**src/rtl/alu_ctrl_seq.sv**
```systemverilog
// alu_ctrl_seq: registered ALU control decoder with valid/ready handshake and a MUL/DIV latency
// sequencer. Define ALU_CTRL_DIV_EN to decode DIV as a multi-cycle op (otherwise DIV is illegal).
module alu_ctrl_seq #(
  parameter int FUNC_W     = 6,
  parameter int CTRL_W     = 4,
  parameter int MUL_CYCLES = 4,
  parameter int DIV_CYCLES = 16
) (
  input  logic              clk,
  input  logic              reset_n,
  input  logic              in_valid,
  output logic              in_ready,
  input  logic [1:0]        ALUop,
  input  logic              addi,
  input  logic [FUNC_W-1:0] func,
  output logic              out_valid,
  input  logic              out_ready,
  output logic [CTRL_W-1:0] ALUctrlop,
  output logic              multi,
  output logic              illegal
);

  if (FUNC_W < 6 || CTRL_W < 4 || MUL_CYCLES < 1 || MUL_CYCLES > 255 ||
      DIV_CYCLES < 1 || DIV_CYCLES > 255) begin : g_bad_param
    $error("alu_ctrl_seq: parameter out of range");
  end

  localparam logic [CTRL_W-1:0] OP_AND  = CTRL_W'(4'b0000);
  localparam logic [CTRL_W-1:0] OP_OR   = CTRL_W'(4'b0001);
  localparam logic [CTRL_W-1:0] OP_ADD  = CTRL_W'(4'b0010);
  localparam logic [CTRL_W-1:0] OP_SUB  = CTRL_W'(4'b0110);
  localparam logic [CTRL_W-1:0] OP_SLT  = CTRL_W'(4'b0111);
  localparam logic [CTRL_W-1:0] OP_MUL  = CTRL_W'(4'b1000);
  localparam logic [CTRL_W-1:0] OP_NOR  = CTRL_W'(4'b1100);
  localparam logic [CTRL_W-1:0] OP_ILL  = CTRL_W'(4'b1111);
  localparam logic [7:0]        MUL_LD  = 8'(MUL_CYCLES - 1);
`ifdef ALU_CTRL_DIV_EN
  localparam logic [CTRL_W-1:0] OP_DIV  = CTRL_W'(4'b1001);
  localparam logic [7:0]        DIV_LD  = 8'(DIV_CYCLES - 1);
`endif

  typedef enum logic [1:0] {S_IDLE, S_WAIT, S_HOLD} state_t;

  typedef struct packed {
    logic [CTRL_W-1:0] op;
    logic              mul;
    logic              ill;
    logic [7:0]        ld;
  } dec_t;

  // Multi-cycle ops carry their wait-counter load value; single-cycle ops load 0.
  function automatic dec_t decode(input logic [1:0] aluop, input logic add_i,
                                  input logic [FUNC_W-1:0] f);
    dec_t d;
    d.op  = OP_ILL;
    d.mul = 1'b0;
    d.ill = 1'b1;
    d.ld  = 8'd0;
    case (aluop)
      2'b00: begin d.op = OP_ADD; d.ill = 1'b0; end
      2'b01: begin d.op = OP_SUB; d.ill = 1'b0; end
      2'b10: begin
        if (add_i) begin
          d.op  = OP_ADD;
          d.ill = 1'b0;
        end else if (f[5:4] == 2'b01 && f[3:0] == 4'b1000) begin
          d.op  = OP_MUL;
          d.mul = 1'b1;
          d.ill = 1'b0;
          d.ld  = MUL_LD;
        end else if (f[5:4] == 2'b01 && f[3:0] == 4'b1010) begin
`ifdef ALU_CTRL_DIV_EN
          d.op  = OP_DIV;
          d.mul = 1'b1;
          d.ill = 1'b0;
          d.ld  = DIV_LD;
`endif
        end else begin
          case (f[3:0])
            4'b0000: begin d.op = OP_ADD; d.ill = 1'b0; end
            4'b0010: begin d.op = OP_SUB; d.ill = 1'b0; end
            4'b0100: begin d.op = OP_AND; d.ill = 1'b0; end
            4'b0101: begin d.op = OP_OR;  d.ill = 1'b0; end
            4'b0111: begin d.op = OP_NOR; d.ill = 1'b0; end
            4'b1010: begin d.op = OP_SLT; d.ill = 1'b0; end
            default: ;
          endcase
        end
      end
      default: begin
        case (f[3:0])
          4'b0010: begin d.op = OP_SUB; d.ill = 1'b0; end
          4'b1010: begin d.op = OP_SLT; d.ill = 1'b0; end
          default: ;
        endcase
      end
    endcase
    return d;
  endfunction

  state_t            state, state_nxt;
  dec_t              dec;
  logic              accept;
  logic [7:0]        cnt;
  logic [CTRL_W-1:0] ctrl_p1;
  logic              multi_p1;
  logic              illegal_p1;

  assign dec    = decode(ALUop, addi, func);
  assign accept = in_valid & in_ready;

  always_ff @(posedge clk or negedge reset_n) begin
    if (!reset_n) state <= S_IDLE;
    else          state <= state_nxt;
  end

  always_comb begin
    state_nxt = state;
    case (state)
      S_IDLE: if (accept) state_nxt = dec.mul ? S_WAIT : S_HOLD;
      S_WAIT: if (cnt == 8'd0) state_nxt = S_HOLD;
      S_HOLD: if (out_ready) state_nxt = accept ? (dec.mul ? S_WAIT : S_HOLD) : S_IDLE;
      default: state_nxt = S_IDLE;
    endcase
  end

  // in_ready is gated by reset_n so nothing is accepted while reset is asserted.
  always_comb begin
    in_ready  = 1'b0;
    out_valid = 1'b0;
    case (state)
      S_IDLE: in_ready = reset_n;
      S_HOLD: begin
        out_valid = 1'b1;
        in_ready  = out_ready & reset_n;
      end
      default: ;
    endcase
  end

  // Stage p1: decoded op captured on accept, wait counter runs down in WAIT.
  always_ff @(posedge clk or negedge reset_n) begin
    if (!reset_n) begin
      cnt        <= 8'd0;
      ctrl_p1    <= '0;
      multi_p1   <= 1'b0;
      illegal_p1 <= 1'b0;
    end else if (accept) begin
      cnt        <= dec.ld;
      ctrl_p1    <= dec.op;
      multi_p1   <= dec.mul;
      illegal_p1 <= dec.ill;
    end else if (state == S_WAIT && cnt != 8'd0) begin
      cnt <= cnt - 8'd1;
    end
  end

  assign ALUctrlop = ctrl_p1;
  assign multi     = multi_p1;
  assign illegal   = illegal_p1;

endmodule
```
**config.mk**
```make
export PLATFORM = sky130hd
export DESIGN_NAME = alu_ctrl_seq
export DESIGN_NICKNAME = d
export VERILOG_FILES = /design/src/rtl/alu_ctrl_seq.sv
export SDC_FILE = /design/constraint.sdc
export NUM_CORES = 1
export LEC_CHECK = 0
export CAP_MARGIN = 40
export CORE_MARGIN = 2
export CORE_UTILIZATION = 52
export DETAILED_ROUTE_END_ITERATION = 12
export PLACE_DENSITY_LB_ADDON = 0.25
export SYNTH_ARGS = -nofsm -noshare
export SYNTH_HDL_FRONTEND = slang
export SYNTH_SLANG_ARGS = --single-unit
```
**constraint.sdc**
```tcl
create_clock -name clk -period 4.1 [get_ports clk]
set_input_delay 0.615 -clock clk [delete_from_list [all_inputs] [get_ports clk]]
set_output_delay 0.615 -clock clk [all_outputs]
set_load 0.005 [all_outputs]
```
# Word level (Yosys, flattened, before mapping)
# Cells that the tools add are included.
classes:
  add_sub_neg: 1
  eq_ne: 14
  mux: 28
  bitwise_logic: 2
  n_reduce_logical: 13
op_table:
  columns: ["operator", "count"]
  rows:
  - ["two-way mux 8 bit", 4]
  - ["one-hot mux 4 bit (6 select lines)", 1]
  - ["== test 4 x 3 -> 1 bit (second input constant)", 3]
  - ["two-way mux 2 bit", 6]
  - ["two-way mux 4 bit", 3]
  - ["one-hot mux 4 bit (3 select lines)", 1]
  - ["two-way mux 1 bit", 9]
  - ["== test 4 bit (second input constant)", 2]
  - ["logical NOT 8 bit", 1]
  - ["one-hot mux 4 bit (2 select lines)", 1]
  - ["nonzero test 8 bit", 1]
  - ["subtractor 8 x 1 -> 8 bit (second input constant)", 1]
  - ["== test 2 x 1 -> 1 bit (second input constant)", 3]
  - ["inequality test 2 bit (second input constant)", 3]
  - ["one-hot mux 2 bit (3 select lines)", 1]
  - ["OR reduction 6 bit", 1]
  - ["== test 2 bit (second input constant)", 2]
  - ["== test 4 x 2 -> 1 bit (second input constant)", 1]
  - ["logical NOT 2 bit", 2]
  - ["logical NOT 4 bit", 1]
  - ["one-hot mux 1 bit (2 select lines)", 2]
  - ["OR reduction 2 bit", 2]
  - ["logical AND 1 bit", 3]
  - ["AND reduction 3 bit", 1]
  - ["other kinds (2)", 3]
totals:
  reg_bits: 16
  in_bits: 13
  output_inout_bits: 8
  word_cells: 63

# Depth between registers and ports, before layout
# Gate-level depths: netlist (run 1).
logic_depth:
  depth_word: 9
  depth_mapped: 6
  ltp_nobuf: 6

# Least setup slack after synthesis (run 1)
# No wires, ideal clock.
synth_path:
  path_kind: "input to register"
  from: "in func[2]"
  to: "reg state[1]"
  t_arrival_ps: 1603
  required_ps: 3976
  path_slack_ps: 2373
  path_stages: 5
  cell_sequence: "clkbuf_1 > nor4b_2 > and2_1 > a21oi_1 > a211o_1"
synth_between:
  elab_chain_len: 9
  elab_cells_between_ends: 10
synth_lines:
  columns: ["item", "line", "source"]
  rows:
  - ["from (decl)", "15", "input logic [FUNC_W-1:0] func,"]
  - ["== test 4 bit (*)", "66", "end else if (f[5:4] == 2'b01 && f[3:0] == 4'b1000) begin"]
  - ["logical AND 1 bit (*)", "66", null]
  - ["two-way mux 1 bit (*)", "66", null]
  - ["two-way mux 1 bit (*)", "63", "if (add_i) begin"]
  - ["two-way mux 1 bit (*)", "59", "case (aluop)"]
  - ["two-way mux 2 bit (*)", "120, 122", null]
  - ["two-way mux 2 bit (2 in a row)", "122", "S_HOLD: if (out_ready) state_nxt = accept ? (dec.mul ? S_WAIT : S_HOLD) : S_IDLE;"]
  - ["one-hot mux 2 bit (3 select lines) (*)", "119", "case (state)"]
  - ["to (signal assigned)", "114", "else state <= state_nxt;"]
  - ["to (decl)", "101", "state_t state, state_nxt;"]
# Every way passes the cells marked *; elsewhere a longest branch is shown, timed or not. The select of a mux whose other input is x is not followed.
# A chain may end at the register's enable or synchronous reset.

# Final worst setup path (run 1)
layout_path:
  from: "in reset_n"
  to: "out in_ready"
layout_between:
  elab_chain_len: 2
layout_lines:
  columns: ["item", "line", "source"]
  rows:
  - ["from (decl)", "10", "input logic reset_n,"]
  - ["AND 1 bit", "135", "in_ready = out_ready & reset_n;"]
  - ["one-hot mux 1 bit (2 select lines) (*)", "131", "case (state)"]
  - ["to (decl)", "12", "output logic in_ready,"]
# Every way passes the cells marked *; elsewhere a longest branch is shown, timed or not.

==> summary.md, run 1 <==
| Metric | Value |
|---|---|
| Fin. Hold Viols | `0` |
| Least-Margin Pin Slew | `between 500 and 600 ps` |
| Peak VDD IR | `approximately 0.00026 V` |
| Multiplexer share of the synthesized area | `0.0419` |
| Number of synthesized flops with an enable pin | `0` |
| RSZ-0062 raised after global routing | `no` |
| CP Capture Type | `output pin` |
| Sequential area share after synthesis | `0.419` |
| N_diodes | `0` |
| DP Wirelength | `1590 µm` |
| Tot Pwr | `approximately 0.37 mW` |
| Total grt overflow | `0` |
| DR WL/cell | `roughly 14 µm` |
| Outcome | `finished, final reports clean` |
| Area fraction of the dominant cell type after synthesis | `0.419` |
| Synth Area in Compound Gates | `0.204` |
| Area contributors post-synth | `dfrtp_1 (42%), nor2_1 (4.7%), nand2_1 (4.3%)` |
| DRC errors left | `0` |
| TritonCTS clock tree | `yes` |
| Simple-Gate Fraction of Synth Area | `0.266` |
| Die area | `about 2200 µm²` |
| Max Clock Skew | `roughly 3.4 ps` |
| Pins Over Slew Limit | `0` |
| Max_cap viols | `0` |
| Worst setup SP type | `input port` |
| Worst skew pair latency | `a little under 300 ps` |
| Minimum clock period | `about 2800 ps` |
| Post-Syn Area | `955 µm²` |
| First-pass GRT wire length | `~3200 µm` |
| Critical Setup Path Class | `in2out` |
| Initial DRC count | `16` |
| Synth warnings | `0` |
| Hold buffers post-CTS | `0` |
| Bufs on Longest Clock Path | `2` |
| Post-CTS Setup Bufs | `0` |
| Die width | `46.8 µm` |
| Aggregate global-route resource usage | `0.209` |
| NumNets Final | `approximately 140` |
| Setup TNS Final | `0 ps` |
| P_leak | `approximately 0.54 nW` |
| IO Count | `21` |
| Final wirelength | `slightly above 2000 µm` |
| Area grow syn2layout | `27.5%` |
| Syn avg cell area | `about 9.2 µm²` |
| Hold Path Class | `reg2reg` |
| Final Cycle Share | `0.682` |
| Max Clock Freq | `between 300 and 400 MHz` |
| Final setup violation count | `0` |
| Die Ht | `approximately 47 µm` |
| Met3 track demand over resource | `0.0346` |
| Arrival @ worst endpoint | `between 2000 and 2500 ps` |
| Placer Congestion | `~0.85` |
| Post-Synthesis Cells | `around 100` |
| Layout cells sized above 1 | `0.111` |
| Slew headroom | `0.653` |
| Post-CTS sizing | `0` |
| Final hold slack | `between 400 and 500 ps` |
| Cell Rows | `15` |
| Core area | `1730 µm²` |
| Vias post-DR | `858` |
| Syn_nets | `between 100 and 150` |
| PwrDens | `~300 nW/µm²` |
| Most frequent cell after synthesis | `dfrtp_1` |
| M1 GR Usage | `0.216` |
| Number of global-route vias before repair | `about 780` |
| Post-Synth Adder-Cell Area | `0.0262` |
| CP Data Required Time | `~3500 ps` |
| Clock Pin Slew Worst Setup and Hold Paths | `90 ps` |
| Asr flop ratio synth | `1.00` |
| Cell taking the most area after synthesis | `dfrtp_1` |
| First-pass DRT Iterations | `4` |
| Synthesis-stage register bit count | `16` |
| Maximum fanout along the worst path | `17` |
| Yosys cell types | `38` |
| Main synth FF type | `dfrtp_1` |
| Synth Area in XOR/XNOR | `0.00917` |
| Clock Root Buffer | `clkbuf_4` |
| IO buf count | `20` |
| Largest family of logic cells by synthesized area | `simple AND/OR/NAND/NOR gates` |
| Sink count of the clock tree | `16` |
| Routed Antenna Nets | `0` |
| Commonest cells post-synth | `dfrtp_1 (16), nor2_1 (12), nand2_1 (11), a21oi_1 (5), inv_1 (5)` |
| Initial Util | `0.553` |
| H-tree depth | `1` |
| M2 GR Usage | `0.408` |
| Initial antenna violation count | `0` |
| Layer carrying the most global-route usage | `met2` |
| Num CTS Buffers | `3` |
| Vias per cell | `between 5 and 6` |
| Largest net degree at the start of global routing | `18` |
[per-stage QoR]
stage	instances	util	setup WS [ps]	cell area (µm²)
after floorplan	104	-	2370	955
after global placement	147	0.684	1330	1180
after detailed placement	147	0.684	1290	1180
after CTS	151	0.705	1280	1220
after global routing	151	0.705	1200	1220
final	151	0.705	1300	1220
[where the power goes]
part | switching [mW] | internal, mW | total (mW)
Clock | 0.0486 | 0.0541 | 0.103
Sequential | 0.00819 | 0.171 | 0.179
Combinational | 0.0405 | 0.0509 | 0.0914
[registers in the layout (all words and copies together), names as in the netlist]
name,count
ALUctrlop,4
cnt,8
state,2
multi,1
illegal,1
[layout by cell type, fill, tap and decap left out, types with 2 or more instances in the layout]
| master | netlist | layout |
|---|---|---|
| a31oi_1 | 2 | 2 |
| nor3_1 | 3 | 3 |
| or3b_2 | 2 | 2 |
| and3_1 | 2 | 2 |
| a211oi_1 | 3 | 3 |
| dfrtp_1 | 16 | 16 |
| a31o_2 | 2 | 2 |
| nand2_1 | 11 | 11 |
| mux2i_1 | 4 | 4 |
| clkbuf_4 | 0 | 3 |
| o22a_1 | 2 | 2 |
| a21oi_1 | 5 | 5 |
| nor2_1 | 12 | 12 |
| inv_1 | 5 | 5 |
| nor2b_1 | 3 | 3 |
| nand2b_1 | 3 | 3 |
| a221oi_1 | 2 | 2 |
| o21ai_0 | 3 | 3 |
| ha_1 | 2 | 2 |
| and2_1 | 2 | 2 |
| clkdlybuf4s50_1 | 0 | 20 |
[worst max-delay path: stages]
cell	delay [ps]
clkdlybuf4s50_1	460
buf_4	240
nor2b_1	230
and2_1	150
clkdlybuf4s50_1	490
[cell type report]
cell class,count,area (µm²)
Tap cell,25,31.3
Timing Repair Buffer,21,208
Inverter,5,18.8
Sequential cell,16,400
Clock buffer,4,36.3
Fill cell,146,509
Multi-Input combinational cell,80,523
[layer usage]
metal / part of all wire / wire [µm]
met5: 0 / 0
met4: 0.013 / 27
met3: 0.036 / 73
met2: 0.56 / 1140
met1: 0.39 / 801
[cells by family after synthesis]
kind of cell / after synthesis
compound gates: 26
xor+xnor: 1
fa+ha+maj: 2
buf+inv: 8
flops: 16
mux: 4
simple gates: 47
[final timing paths]
kind                       cells after the start            to    startpoint  slack (ps)
setup reg to reg                               6        cnt[0]        cnt[0]        2330
setup / recovery                               5      in_ready       reset_n        1300
min in group asynchronous                      2        cnt[0]       reset_n         650
hold reg to reg                                2  ALUctrlop[2]  ALUctrlop[2]         470
max in group asynchronous                      2        cnt[2]       reset_n        3270
hold / removal                                 2  ALUctrlop[2]  ALUctrlop[2]         470
(Power assumes the default switching activity.)
==> run 2: changes to the inputs <==
Settings changed: CORE_UTILIZATION 52 to 44.
Clock period 4.1 ns to 2.35 ns, I/O delays scaled along.
==> summary.md, run 2 (synthesized netlist as in run 1, its figures left out) <==
| Metric | Value |
|---|---|
| Number of global-route vias before repair | `roughly 860` |
| PwrDens | `between 500 and 600 nW/µm²` |
| Critical Setup Path Class | `in2out` |
| Vias per cell | `between 5 and 6` |
| Final instance area | `1230 µm²` |
| Final setup violation count | `0` |
| Layer carrying the most global-route usage | `met2` |
| Sw frac | `0.263` |
| DRC errors left | `0` |
| Largest register FFs | `8` |
| Core area | `2000 µm²` |
| NetSw | `roughly 0.17 mW` |
| DR WL/cell | `13.5 µm` |
| Max Clock Skew | `around 8.5 ps` |
| Placer Congestion | `between 0.7 and 0.8` |
| P_leak | `0.541 nW` |
| Worst setup SP type | `input port` |
| Outcome | `finished, final reports clean` |
| Post-CTS Setup Bufs | `0` |
| TritonCTS clock tree | `yes` |
| Top Family by Delay on Critical Path | `buffers and inverters` |
| Die area | `~2600 µm²` |
| Critical-path cell list | `clkdlybuf4s50_1 > nor2b_1 > and2_1 > clkdlybuf4s50_1` |
| Fin. Hold Viols | `0` |
| Clock Root Buffer | `clkbuf_4` |
| Hold buffers post-CTS | `0` |
| M2 GR Usage | `0.353` |
| Clock Pin Slew Worst Setup and Hold Paths | `around 100 ps` |
| CP Data Required Time | `roughly 2000 ps` |
| Worst path bufs/invs | `2` |
| Seq pwr share | `0.477` |
| Commonest non-fill, non-tap cell in the layout | `clkdlybuf4s50_1` |
| IO buf count | `20` |
| Max Clock Freq | `488 MHz` |
| Max_cap viols | `0` |
| CP Capture Type | `output pin` |
| First-pass GRT wire length | `between 3000 and 4000 µm` |
| Largest Register | `cnt` |
| Peak VDD IR | `around 0.00029 V` |
| Slowest stage cell, crit path | `clkdlybuf4s50_1` |
| Cell Rows | `16` |
| Arrival @ worst endpoint | `approximately 1700 ps` |
| Maximum fanout along the worst path | `3` |
| First-pass DRT Iterations | `4` |
| Comb power frac | `0.247` |
| Bufs on Longest Clock Path | `2` |
| Slew headroom | `0.736` |
| IO Count | `21` |
| Largest net degree at the start of global routing | `17` |
| RSZ-0062 raised after global routing | `no` |
| Total grt overflow | `0` |
| Least-Margin Pin Slew | `between 300 and 400 ps` |
| Crit path top cell by count | `clkdlybuf4s50_1` |
| Final Cycle Share | `0.871` |
| Initial DRC count | `23` |
| Layout cells sized above 1 | `0.118` |
| N_diodes | `0` |
| Routed Antenna Nets | `0` |
| Pins Over Slew Limit | `0` |
| Most frequent cells in the layout | `clkdlybuf4s50_1 (20), dfrtp_1 (16), nor2_1 (12)` |
| Initial antenna violation count | `0` |
| Tot Pwr | `roughly 0.66 mW` |
| DP Wirelength | `1630 µm` |
| M1 GR Usage | `0.201` |
| Internal cell power | `just under 0.5 mW` |
| Vias post-DR | `between 800 and 900` |
| Die width | `about 51 µm` |
| Aggregate global-route resource usage | `0.186` |
| Clock power share | `0.276` |
| CP max stage delay | `~500 ps` |
| NumNets Final | `~140` |
| Post-Route Utilization | `0.613` |
| Die Ht | `around 50 µm` |
| Area grow syn2layout | `28.6%` |
| Hold Path Class | `in2async` |
| Final wirelength | `2070 µm` |
| Met3 track demand over resource | `0.0208` |
| Worst skew pair latency | `approximately 280 ps` |
| Minimum clock period | `2050 ps` |
| Setup TNS Final | `0 ps` |
| H-tree depth | `1` |
| Initial Util | `0.477` |
| Post-DP Area | `1190 µm²` |
| Sink count of the clock tree | `16` |
| Num CTS Buffers | `3` |
| Post-CTS sizing | `0` |
[run 2: worst register-to-register path: stages, from the launching register on]
cell and delay, ps:
dfrtp_1 420, inv_1 90, ha_1 170, or3b_2 500, o21a_4 240, nor3_1 150
a211oi_1 70
[run 2: worst paths after layout]
kind	startpoint	to	slack (ps)	cells after the start
worst min-delay path	reset_n	state[1]	440	2
worst min register to register	ALUctrlop[2]	ALUctrlop[2]	490	2
worst max register to register	cnt[0]	cnt[1]	590	6
min in group clk	ALUctrlop[2]	ALUctrlop[2]	490	2
max in group asynchronous	reset_n	cnt[3]	1710	2
worst max-delay path	reset_n	in_ready	300	4
[run 2: metrics by stage]
stage	cells	setup WS (ps)	hold slack, ps
finish	154	303	444
global route	154	198	473
CTS	154	285	455
detailed placement	150	308	481
global placement	150	296	454
floorplan	104	712	56.9
[run 2: layout make-up]
type	instances	area (µm²)
flip-flops and latches	16	400
fillers	182	774
repair buffers	22	215
well taps	27	33.8
multi-input cells	80	523
clock buffers	4	36.3
inverters	5	18.8
[run 2: routing by layer]
layer,wire [µm],part of all wire,up-vias
li1,-,-,427
met1,890,0.43,410
met2,1090,0.53,15
met3,44,0.021,4
met4,43,0.021,0
met5,0,0,-
[run 2: power by group through the flow]
| stage | logic (mW) | clock network [mW] | registers, mW |
|---|---|---|---|
| after floorplan | 0.0759 | 0 | 0.318 |
| after global placement | 0.159 | 0 | 0.317 |
| after detailed placement | 0.163 | 0 | 0.318 |
| after CTS | 0.164 | 0.187 | 0.313 |
| after global routing | 0.178 | 0.199 | 0.317 |
| final | 0.162 | 0.181 | 0.312 |
